[config.mk]
export PLATFORM = sky130hd
export DESIGN_NAME = seg7_scan_controller
export DESIGN_NICKNAME = d
export VERILOG_FILES = /design/src/rtl/seg7_pkg.sv /design/src/rtl/hex_to_7seg.sv /design/src/rtl/seg7_scan_controller.sv
export SDC_FILE = /design/constraint.sdc
export NUM_CORES = 1
export LEC_CHECK = 0
export ABC_AREA = 1
export CAP_MARGIN = 40
export CORE_MARGIN = 5
export CORE_UTILIZATION = 30
export DETAILED_ROUTE_END_ITERATION = 16
export PLACE_DENSITY = 0.46
export SLEW_MARGIN = 20
export SYNTH_ARGS = -nofsm -noshare
export SYNTH_HDL_FRONTEND = slang
export SYNTH_SLANG_ARGS = --single-unit
export TNS_END_PERCENT = 30
[constraint.sdc]
create_clock -name CLK_IN -period 4 [get_ports CLK_IN]
set_clock_uncertainty 0.2 [all_clocks]
set_input_delay 0.8 -clock CLK_IN [delete_from_list [all_inputs] [get_ports CLK_IN]]
set_output_delay 0.8 -clock CLK_IN [all_outputs]
set_load 0.01 [all_outputs]
[src/rtl/seg7_pkg.sv]
// Shared definitions for the 4-digit seven-segment scan controller:
// digit count, slot FSM encoding, display record and hex font.
package seg7_pkg;

    localparam int NUM_DIGITS = 4;

    typedef enum logic {
        ST_BLANK = 1'b0,
        ST_DRIVE = 1'b1
    } slot_state_e;

    // One complete display image: nibbles, decimal points, blanks.
    typedef struct packed {
        logic [15:0] data;
        logic [3:0]  dp;
        logic [3:0]  blank;
    } frame_t;

    // Active-low segments, bit 0 = a ... bit 6 = g.
    localparam logic [6:0] SEG_OFF = 7'h7F;

    localparam logic [6:0] SEG_FONT [16] = '{
        7'h40, 7'h79, 7'h24, 7'h30,
        7'h19, 7'h12, 7'h02, 7'h78,
        7'h00, 7'h10, 7'h08, 7'h03,
        7'h46, 7'h21, 7'h06, 7'h0E
    };

endpackage

[src/rtl/hex_to_7seg.sv]
// Combinational hex nibble to active-low seven-segment decoder.
// Ports: nibble_i (4-bit code), seg_n_o (segments a..g, active-low).
module hex_to_7seg
    import seg7_pkg::*;
(
    input  logic [3:0] nibble_i,
    output logic [6:0] seg_n_o
);

    always_comb begin
        seg_n_o = SEG_FONT[nibble_i];
    end

endmodule

[src/rtl/seg7_scan_controller.sv]
// Time-multiplexed driver for a 4-digit common-anode hex display with
// per-slot anti-ghost blanking and frame-synchronous double buffering.
// Ports: CLK_IN/RST (async active-high), DATA_IN/DP_IN/BLANK_IN with
// LOAD strobe in; LOAD_ACK, AN, SEG, DP (active-low), FRAME_TICK out.
module seg7_scan_controller
    import seg7_pkg::*;
#(
    parameter int REFRESH_DIV  = 100000,
    parameter int BLANK_CYCLES = 1000
) (
    input  logic        CLK_IN,
    input  logic        RST,
    input  logic [15:0] DATA_IN,
    input  logic [3:0]  DP_IN,
    input  logic [3:0]  BLANK_IN,
    input  logic        LOAD,
    output logic        LOAD_ACK,
    output logic [3:0]  AN,
    output logic [6:0]  SEG,
    output logic        DP,
    output logic        FRAME_TICK
);

    localparam int CW = (REFRESH_DIV > 1) ? $clog2(REFRESH_DIV) : 1;
    localparam logic [CW-1:0] CNT_LAST  = CW'(REFRESH_DIV - 1);
    localparam logic [CW-1:0] CNT_BLANK = CW'(BLANK_CYCLES);
    localparam logic [1:0]    IDX_LAST  = 2'(NUM_DIGITS - 1);

    generate
        if (BLANK_CYCLES < 1 || BLANK_CYCLES >= REFRESH_DIV) begin : g_bad_cfg
            $error("seg7_scan_controller: need 1 <= BLANK_CYCLES < REFRESH_DIV");
        end
    endgenerate

    logic [CW-1:0] cnt_q, cnt_d;
    logic [1:0]    idx_q, idx_d;
    slot_state_e   state_q, state_d;
    frame_t        stage_q, stage_d;
    frame_t        disp_q, disp_d;
    logic          pending_q, pending_d;
    logic [3:0]    an_q, an_d;
    logic [6:0]    seg_q, seg_d;
    logic          dp_q, dp_d;

    logic          slot_end;
    logic          frame_end;
    logic [3:0]    nibble;
    logic [6:0]    seg_dec;

    // Scan timing and load/commit bookkeeping.
    always_comb begin
        slot_end  = (cnt_q == CNT_LAST);
        frame_end = slot_end && (idx_q == IDX_LAST);
        cnt_d     = slot_end ? '0 : cnt_q + CW'(1);
        idx_d     = slot_end ? idx_q + 2'd1 : idx_q;

        stage_d = stage_q;
        if (LOAD) begin
            stage_d = '{data: DATA_IN, dp: DP_IN, blank: BLANK_IN};
        end

        // Commit takes the staging value as it stood before any
        // coincident LOAD; that LOAD keeps pending set for next frame.
        disp_d = disp_q;
        if (frame_end && pending_q) begin
            disp_d = stage_q;
        end
        pending_d = LOAD | (pending_q & ~frame_end);
    end

    // Slot FSM: state tracks the count it will be paired with.
    always_comb begin
        state_d = ST_DRIVE;
        if (cnt_d < CNT_BLANK) begin
            state_d = ST_BLANK;
        end
    end

    always_comb begin
        nibble = disp_q.data[{idx_q, 2'b00} +: 4];
    end

    hex_to_7seg u_dec (
        .nibble_i (nibble),
        .seg_n_o  (seg_dec)
    );

    always_comb begin
        an_d  = 4'b1111;
        seg_d = SEG_OFF;
        dp_d  = 1'b1;
        if (state_q == ST_DRIVE && !disp_q.blank[idx_q]) begin
            an_d  = ~(4'b0001 << idx_q);
            seg_d = seg_dec;
            dp_d  = ~disp_q.dp[idx_q];
        end
    end

    always_ff @(posedge CLK_IN or posedge RST) begin
        if (RST) begin
            cnt_q     <= '0;
            idx_q     <= '0;
            state_q   <= ST_BLANK;
            stage_q   <= '0;
            disp_q    <= '0;
            pending_q <= 1'b0;
            an_q      <= 4'b1111;
            seg_q     <= SEG_OFF;
            dp_q      <= 1'b1;
        end else begin
            cnt_q     <= cnt_d;
            idx_q     <= idx_d;
            state_q   <= state_d;
            stage_q   <= stage_d;
            disp_q    <= disp_d;
            pending_q <= pending_d;
            an_q      <= an_d;
            seg_q     <= seg_d;
            dp_q      <= dp_d;
        end
    end

    assign AN         = an_q;
    assign SEG        = seg_q;
    assign DP         = dp_q;
    assign FRAME_TICK = frame_end;
    assign LOAD_ACK   = frame_end & pending_q;

endmodule

# == Word level (Yosys, flattened, before mapping) ==
# Memories as Yosys holds them, arrays and structs flattened.
# Index checks and enable logic that the tools add are counted.
# word_totals
wordCells,45
regBits,81
n_memories,1
mem_bits_ro,112
out_inout_bits,14
in_bits,27
# mem_list
memory,depth,width,rd,rd_ports_with_merged_regs,write_ports,line,text
(name not given),16,7,1,0,0,hex_to_7seg.sv:11,seg_n_o = SEG_FONT[nibble_i];
# classes
shifts,2
eq_ne,2
n_reduce_logical,4
order_cmp,3
bitwise,7
muxes,11
addsub,2
# ops
cell,count
$mux 7,3
$add 17x1->17 const B,1
$eq 17x17->1 const B,1
$lt 17x10->1 const B,1
$mux 17,1
$shiftx 16x5->4,1
$ge 5x5->1 const B,1
$not 4->5,1
$bmux 1 s2,2
$mux 1,4
$mux 4,1
$not 4->4,1
$shl 1x2->4 const A,1
$logic_and 1x1->1,3
$lt 2x3->1 const B,1
$add 2x1->2 const B,1
$and 1x1->1,2
$eq 2x2->1 const B,1
$not 1->1,2
$logic_not 1->1,1
$or 1x1->1,1

# == Longest topological paths before layout ==
# Gate-level depths: netlist of the first run.
# logic_depth
ltp_word,6
depth_mapped,11

# == By module ==
# From an unflattened synthesis of the first run, not the netlist that was laid out.
# unflattened
cells_unflattened,497
hier_area_um2,3992.6
# modules_own_cells
mod,n_inst,seq_area_each_um2,cells_per_inst,area_each_um2
seg7_scan_controller,1,2042.0,448,3718.6
hex_to_7seg,1,0.0,49,274.0

# == Least setup slack after synthesis of the first run ==
# No wires, ideal clock.
# synth_timing
path_kind,reg2out
startpoint,register cnt_q[0]
endpoint,output port LOAD_ACK
stages_incl_launch_ff,9
path_slack_ns,1.612
arrival_ns,1.388
path_cell_list,dfrtp_1 > ha_1 > nand2_1 > inv_2 > nand2_1 > nor2_2 > nand2_2 > nor3_4 > buf_2
# synth_via
elab_chain_len,3
# synth_lines
element,line,text
from (decl),seg7_scan_controller.sv:35,"logic [CW-1:0] cnt_q, cnt_d;"
from (signal assigned),seg7_scan_controller.sv:111,cnt_q <= cnt_d;
$eq 17x17->1,seg7_scan_controller.sv:52,slot_end = (cnt_q == CNT_LAST);
$logic_and 1x1->1,seg7_scan_controller.sv:53,frame_end = slot_end && (idx_q == IDX_LAST);
$and 1x1->1,seg7_scan_controller.sv:127,assign LOAD_ACK = frame_end & pending_q;
to (decl),seg7_scan_controller.sv:17,"output logic LOAD_ACK,"
# No other way between the ends.

# == Worst setup path in the final report of the first run ==
# Same ends and word-level chain as after synthesis.

==> run_results.csv, run 1 <==
group,metric,value,unit
logic_synthesis,synth-edff-count,0,
sta,tightest_slew,711,ps
sta,rsz0062_at_grt,"false",
grt,gr-total-overflow,0,
placement,place_inst,662,
critical_path,critPathRequiredTime,3000,ps
logic_synthesis,synth_cell_types,28,
die,die_area,15200,µm²
clock_network,cts_buffer_depth,2,
sta,setup_violations,0,
clock_network,clk_pin_slew,60,ps
critical_path,critPathBufInv,2,
placement,dpl-instance-area,4420,µm²
die,io_pins,41,
clock_network,insertion_delay,340,ps
die,rows,41,
critical_path,crit_chain,"ha_1, nand2_1, inv_2, nand2_1, nor2_2, nand2_2, nor3_4, clkdlybuf4s50_1",
detailed_routing,via_count,2862,
detailed_routing,post_drt_via_cell_ratio,4.23,
logic_synthesis,synth_area,3850,µm²
power_and_ir_drop,ir_worst_vdd,0.207,mV
clock_network,cts_max_level,3,
critical_path,startpoint_type,"flip-flop",
logic_synthesis,yosys_most_used_dff,"dfrtp_1",
logic_synthesis,syn-instance-count,458,
sta,period_share,0.820,
logic_synthesis,ys_ff_latch,81,
die,start_util,0.305,
clock_network,ctsResizeCount,0,
detailed_routing,drc,0,
finish,utilization,0.373,
placement,place_hpwl,5.86,mm
die,die_y,123,µm
sta,final_max_slew_viol_count,0,
critical_path,crit_path_end_kind,"output pin",
finish,syn_to_final_growth,22.3,%
detailed_routing,wl_per_cell,11.9,µm
hold_path,min_from,"stage_q[9]",
grt,antenna_found_initial,0,
detailed_routing,ant_nets,0,
placement,io_buffers,40,
logic_synthesis,ys_async_sr_fraction,1.00,
grt,grt_pass1_vias,2998,
clock_network,post_cts_buffers,0,
sta,setup_tns,0,ps
flow_run,drv_cap,0,
grt,grt_max_degree,49,
grt,grt_usage,0.120,
clock_network,cts_inserted_buffers,9,
finish,final_common_cell,"nand2_1",
finish,n_antenna_cell,0,
logic_synthesis,synth.avg_cell_area,8.40,µm²
finish,nets,539,
critical_path,path_delay_family,"simple AND/OR/NAND/NOR gates",
finish,design_area,4700,µm²
critical_path,max_stage_delay,590,ps
finish,drive_above_1_share,0.107,
logic_synthesis,synth_warnings,0,
power_and_ir_drop,p_per_area,364,nW/µm²
sta,fmax,305,MHz
placement,globalplace.congestion,0.861,
sta,finalHoldViolations,0,
status,status,"finished clean",
critical_path,cp_slowest_cell,"clkdlybuf4s50_1",
power_and_ir_drop,design_power_total,1.71,mW
critical_path,crit_type,"flip-flop to output pin",
critical_path,cp-startpoint,"cnt_q[0]",
finish,finalNonFillerCells,677,
clock_network,cts_tree,"built",
detailed_routing,postRouteWirelength,8.05,mm
critical_path,rr_startpoint,"idx_q[0]",
sta,period_needed,3280,ps
die,die_w,123,µm
detailed_routing,drtIter0Drc,146,
grt,grt_pass1_wl,14.2,mm
critical_path,path_max_fanout,8,
clock_network,cts_hold_buf,0,
clock_network,cts.sinks,81,
critical_path,arrival,2280,ps
clock_network,cts_root_buf,"clkbuf_16",
die,core_area,12600,µm²
detailed_routing,drtPass1Iterations,4,
hold_path,hp-class,"flip-flop to flip-flop",
logic_synthesis,ys_seq_area_frac,0.531,
logic_synthesis,syn_nets,496,
sta,relSlewSlack,0.524,
finish,layout_common_cells,"nand2_1, dfrtp_1, inv_1",
power_and_ir_drop,power_leakage,2.27,nW
critical_path,crit_top_cell,"nand2_1",
[flip-flops by register name (all words and copies together) (netlist names)]
name,count
DP,1
disp_q,24
state_q,1
AN,4
SEG,7
stage_q,24
pending_q,1
cnt_q,17
idx_q,2
[power by group]
group,switching (mW),internal (mW)
combinational,0.0433,0.0377
clock,0.316,0.467
sequential,0.00639,0.842
total,0.365,1.35
[cell families (layout without fill, tap and decap cells)]
family,count (synthesis),count (layout),synth area share
AND/OR/NAND/NOR,202,202,0.213
adder cells (fa/ha/maj),11,11,0.0358
buffers and inverters,84,131,0.0911
AO/OA/AOI/OAI,71,71,0.106
XOR/XNOR,5,5,0.0114
flip-flops,81,81,0.531
multiplexers,4,4,0.0117
[layout make-up]
type / count / area (µm²)
Fill cell: 1353 / 7920
Sequential cell: 81 / 2040
Multi-Input combinational cell: 293 / 1460
Timing Repair Buffer: 46 / 445
Clock buffer: 13 / 270
Inverter: 70 / 264
Tap cell: 172 / 215
Clock inverter: 2 / 12.5
[per-stage QoR]
step	setup WS [ps]	hold slack (ps)
floorplan	940	249
global placement	1130	264
detailed placement	1060	277
CTS	683	289
global route	540	325
finish	719	280
[tightest hold or removal path, stage by stage, from the launching register on]
cell,delay [ps]
dfrtp_1,340
nand2_1,50
o21ai_0,50
[metal layers]
layer  track usage  wire length, µm
met1         0.159             3920
met5             0                0
met2         0.186             3670
met3        0.0320              293
met4        0.0491              155
[worst paths after layout]
path	to	slack [ps]	cells after the start
worst max-delay path	LOAD_ACK	720	8
worst min-delay path	disp_q[9]	280	2
worst max register to register	SEG[2]	1530	7
worst min register to register	disp_q[9]	280	2
max in group asynchronous	SEG[0]	2140	3
min in group asynchronous	cnt_q[10]	670	2
[cells in the mapped netlist (5+ instances only)]
cell type  number  area (µm²)
a21oi_1        16        80.1
dfstp_2        12         315
dfrtp_1        69        1730
clkbuf_1        5        18.8
ha_1           11         138
nand2_1       108         405
a21oi_2        10        87.6
inv_1          66         248
nor2_1         60         225
o21ai_0        38         190
xor2_1          5        43.8
nand3_1        25         125
Power figures use the tool's default switching activity.
==> run 2: changes to the inputs <==
- PLACE_DENSITY: 0.46 -> 0.47
- clock period: 4 -> 2.8 ns (I/O delays scaled with it)
==> run_results.csv, run 2 (synthesis results as in run 1) <==
group,metric,value,unit
detailed_routing,post_drt_via_cell_ratio,4.26,
critical_path,critPathBufInv,2,
die,die_area,15200,µm²
clock_network,cts.sinks,81,
detailed_routing,drtIter0Drc,102,
sta,fmax,384,MHz
finish,syn_to_final_growth,24.0,%
hold_path,hold_end,"disp_q[3]",
hold_path,hp-class,"flip-flop to flip-flop",
critical_path,max_stage_delay,390,ps
finish,n_antenna_cell,0,
clock_network,cts_inserted_buffers,9,
grt,antenna_found_initial,0,
sta,relSlewSlack,0.672,
power_and_ir_drop,power_leakage,2.31,nW
detailed_routing,via_count,2894,
critical_path,reg2reg_depth,10,
power_and_ir_drop,p_seq_frac,0.476,
finish,ff_latch_area,2040,µm²
sta,setup_tns,0,ps
critical_path,reg2reg_to,"disp_q[8]",
finish,finalNonFillerCells,679,
critical_path,critPathRequiredTime,2040,ps
detailed_routing,wl_per_cell,11.9,µm
power_and_ir_drop,p_int,2.00,mW
finish,nets,540,
finish,fill_cells,1369,
finish,multi_input_area,1470,µm²
status,status,"finished clean",
sta,tightest_slew,492,ps
die,rows,41,
critical_path,arrival,1850,ps
placement,place_inst,663,
detailed_routing,drc,0,
clock_network,cts_hold_buf,0,
critical_path,path_max_fanout,8,
clock_network,post_cts_buffers,0,
finish,drive_above_1_share,0.114,
power_and_ir_drop,swShare,0.214,
sta,period_needed,2610,ps
finish,final_common_cell,"nand2_1",
grt,grt_usage,0.117,
power_and_ir_drop,p_comb_frac,0.046,
placement,io_buffers,40,
critical_path,crit_path_end_kind,"output pin",
power_and_ir_drop,ir_worst_vdd,0.191,mV
clock_network,cts_max_level,3,
critical_path,crit_type,"flip-flop to output pin",
die,core_area,12600,µm²
finish,reg.largest.list,"disp_q: 24 flops, stage_q: 24 flops, cnt_q: 17 flops",
die,start_util,0.305,
grt,gr-total-overflow,0,
detailed_routing,drtPass1Iterations,4,
hold_path,min_path_cells,2,
power_and_ir_drop,p_switching,544,µW
die,die_w,123,µm
placement,place_hpwl,5.78,mm
critical_path,r2r_slack,510,ps
placement,globalplace.congestion,0.848,
die,io_pins,41,
clock_network,cts_root_buf,"clkbuf_16",
detailed_routing,postRouteWirelength,8.05,mm
critical_path,crit_top_cell,"nand2_1",
die,die_y,123,µm
critical_path,crit_chain,"ha_1, nand2_1, inv_2, nand2_1, nor2_2, nand2_4, nor2_4, dlygate4sd2_1",
sta,rsz0062_at_grt,"false",
power_and_ir_drop,p_per_area,533,nW/µm²
power_and_ir_drop,clkPwrFrac,0.477,
critical_path,startpoint_type,"flip-flop",
grt,grt_max_degree,49,
hold_path,min_from,"stage_q[3]",
finish,layout_common_cells,"nand2_1, dfrtp_1, inv_1",
sta,finalHoldViolations,0,
sta,setup_violations,0,
clock_network,cts_tree,"built",
sta,final_max_slew_viol_count,0,
clock_network,clk_pin_slew,60,ps
detailed_routing,ant_nets,0,
grt,grt_pass1_wl,13.9,mm
critical_path,rr_startpoint,"cnt_q[0]",
critical_path,cp_slowest_cell,"dfrtp_1",
critical_path,path_delay_family,"simple AND/OR/NAND/NOR gates",
clock_network,cts_buffer_depth,2,
grt,grt_pass1_vias,2965,
flow_run,drv_cap,0,
clock_network,insertion_delay,330,ps
sta,period_share,0.930,
run 2: power groups by stage:
stage / Sequential, mW / Clock [mW] / Combinational [mW]
floorplan: 1.23 / 0 / 0.0605
global placement: 1.23 / 0 / 0.121
detailed placement: 1.23 / 0 / 0.122
CTS: 1.21 / 1.25 / 0.123
global route: 1.21 / 1.30 / 0.138
finish: 1.21 / 1.21 / 0.118
run 2: repair_timing:
item	4_1_cts	5_1_grt
resized for setup	5	2
hold endpoints to repair	0	0
cloned	0	0
setup endpoints to repair	2	1
run 2: metal layers:
metal,up-vias,wire (µm),track usage
met5,-,0,0
met4,0,149,0.0533
met3,9,296,0.0242
met2,46,3640,0.178
met1,1328,3960,0.162
li1,1511,-,-
run 2: worst reg2reg max path: cells and delay by family (launching register included):
family / cells / cell delay, ps
simple gates: 6 / 740
fa+ha+maj: 1 / 190
flops: 1 / 390
compound gates: 1 / 130
buf+inv: 2 / 560
run 2: area by class of cell:
cell class / count / area share
clock buffer: 12 / 0.0538
clock inverter: 4 / 0.0108
inverter: 70 / 0.0559
multi-input combinational: 293 / 0.308
sequential: 81 / 0.428
tap: 172 / 0.0451
timing repair buffer: 47 / 0.0989
run 2: through the flow:
stage / power, mW / hold WS, ps / setup WS, ps / instance area (µm²) / util
after floorplan: 1.29 / 249 / 652 / 3850 / -
after global placement: 1.35 / 270 / 168 / 4460 / 0.353
after detailed placement: 1.36 / 275 / 141 / 4460 / 0.353
after CTS: 2.58 / 289 / 49.8 / 4770 / 0.378
after global routing: 2.66 / 324 / 61.5 / 4770 / 0.378
final: 2.54 / 284 / 195 / 4770 / 0.378
run 2: how the worst max path moves through the flow:
stage                        start    endpoint  slack (ps)  cells after the start
after floorplan           cnt_q[0]    LOAD_ACK         650                      8
after global placement    cnt_q[0]    LOAD_ACK         170                      8
after detailed placement  cnt_q[0]    LOAD_ACK         140                      8
after CTS                 cnt_q[0]    LOAD_ACK          50                      8
after global routing      cnt_q[0]  FRAME_TICK          60                      8
final                     cnt_q[0]  FRAME_TICK         190                      8
==> run 3: changes to the inputs <==
- DONT_BUFFER_PORTS: not set -> 1
- PLACE_DENSITY: 0.47 -> 0.43
- RECOVER_POWER: not set -> 100
==> run_results.csv, run 3 (synthesis results as in run 1) <==
group,metric,value,unit
die,rows,41,
finish,final_common_cell,"nand2_1",
detailed_routing,drtPass1Iterations,4,
grt,grt_usage,0.120,
grt,grt_pass1_wl,13.9,mm
placement,place_hpwl,5.94,mm
detailed_routing,wl_per_cell,12.8,µm
critical_path,cp-startpoint,"cnt_q[0]",
critical_path,crit_type,"flip-flop to output pin",
hold_path,hp-class,"primary input to flip-flop",
grt,gr-total-overflow,0,
power_and_ir_drop,p_int,1.87,mW
critical_path,crit_path_end_kind,"output pin",
sta,fmax,393,MHz
critical_path,startpoint_type,"flip-flop",
critical_path,cp_slowest_cell,"dfrtp_1",
critical_path,reg2reg_to,"disp_q[20]",
detailed_routing,drtIter0Drc,114,
placement,place_inst,622,
die,die_y,123,µm
clock_network,cts_max_level,3,
critical_path,rr_startpoint,"cnt_q[0]",
sta,relSlewSlack,0.115,
critical_path,critPathRequiredTime,2040,ps
finish,n_antenna_cell,0,
clock_network,cts_buffer_depth,2,
sta,setup_violations,0,
power_and_ir_drop,swShare,0.222,
finish,reg.largest.list,"disp_q: 24 flops, stage_q: 24 flops, cnt_q: 17 flops",
power_and_ir_drop,p_per_area,561,nW/µm²
die,io_pins,41,
power_and_ir_drop,clkPwrFrac,0.467,
power_and_ir_drop,p_seq_frac,0.504,
critical_path,reg2reg_depth,10,
critical_path,r2r_slack,370,ps
die,die_area,15200,µm²
status,status,"finished clean",
hold_path,min_from,"LOAD",
detailed_routing,ant_nets,0,
critical_path,arrival,1780,ps
detailed_routing,post_drt_via_cell_ratio,4.34,
power_and_ir_drop,power_leakage,2.08,nW
die,core_area,12600,µm²
clock_network,insertion_delay,340,ps
detailed_routing,postRouteWirelength,8.14,mm
sta,tightest_slew,1320,ps
clock_network,clk_pin_slew,60,ps
placement,io_buffers,0,
placement,globalplace.congestion,0.863,
power_and_ir_drop,ir_worst_vdd,0.242,mV
clock_network,cts.sinks,81,
finish,layout_common_cells,"nand2_1, dfrtp_1, inv_1",
hold_path,hold_end,"stage_q[0]",
critical_path,max_stage_delay,380,ps
placement,dp_slack,562,ps
critical_path,crit_top_cell,"nand2_1",
grt,antenna_found_initial,0,
finish,finalNonFillerCells,638,
sta,finalHoldViolations,0,
die,die_w,123,µm
detailed_routing,via_count,2770,
sta,rsz0062_at_grt,"false",
clock_network,cts_hold_buf,0,
clock_network,cts_tree,"built",
power_and_ir_drop,p_comb_frac,0.029,
clock_network,cts_root_buf,"clkbuf_16",
flow_run,drv_cap,0,
critical_path,crit_chain,"ha_1, nand2_1, inv_1, nand2_1, nor2_1, nand2_2, nor3_4",
grt,grt_pass1_vias,2770,
die,start_util,0.305,
sta,period_needed,2540,ps
finish,drive_above_1_share,0.0815,
power_and_ir_drop,p_switching,533,µW
finish,nets,499,
sta,final_max_slew_viol_count,0,
sta,period_share,0.908,
detailed_routing,drc,0,
sta,setup_tns,0,ps
sta,setup_ws,257,ps
clock_network,cts_inserted_buffers,9,
clock_network,ctsResizeCount,0,
finish,syn_to_final_growth,11.3,%
hold_path,min_path_cells,1,
grt,grt_max_degree,46,
clock_network,post_cts_buffers,0,
critical_path,path_max_fanout,8,
run 3: cell count changes in the layout (fill, tap and decap cells not counted), sizes merged:
cell,delta
buf,-6
bufinv,-1
clkbuf,+4
clkdlybuf4s50,-38
dlygate4sd2,-1
inv,+1
run 3: how the worst max path moves through the flow:
stage                       to  depth (start not counted)
finish                LOAD_ACK                          7
global route          LOAD_ACK                          7
CTS                   LOAD_ACK                          7
detailed placement  disp_q[20]                         10
global placement    disp_q[19]                         10
floorplan             LOAD_ACK                          8
run 3: power groups by stage:
stage	Clock [mW]	Sequential [mW]	Combinational, mW
2_1_floorplan	0	1.23	0.0605
3_3_place_gp	0	1.23	0.0745
3_5_place_dp	0	1.23	0.0754
4_1_cts	1.17	1.21	0.0763
5_1_grt	1.21	1.21	0.0838
6_report	1.12	1.21	0.0686
run 3: area by class of cell:
class / instances / area [µm²]
Clock buffer: 12 / 256
Fill cell: 1368 / 8340
Multi-Input combinational cell: 293 / 1450
Sequential cell: 81 / 2040
Inverter: 70 / 264
Clock inverter: 4 / 26.3
Timing Repair Buffer: 6 / 30.0
Tap cell: 172 / 215
run 3: worst max-delay path: cells and delay by family, from the launching register on:
family,cells,cell delay (ps)
flip-flops,1,380
AND/OR/NAND/NOR,5,770
adder cells (fa/ha/maj),1,180
buffers and inverters,1,120
run 3: stage by stage:
| stage | total power, mW | hold WS [ps] | cell area, µm² | util |
|---|---|---|---|---|
| after global placement | 1.31 | 269 | 4040 | 0.320 |
| after global routing | 2.51 | 118 | 4280 | 0.339 |
| after CTS | 2.46 | 2.81 | 4320 | 0.342 |
| after detailed placement | 1.31 | 276 | 4040 | 0.320 |
| after floorplan | 1.29 | 249 | 3850 | - |
| final | 2.40 | 136 | 4280 | 0.339 |
run 3: per-layer routing:
metal,share of wire,global-route usage
met5,0,0
met3,0.033,0.0316
met4,0.025,0.0623
met2,0.44,0.180
met1,0.50,0.160
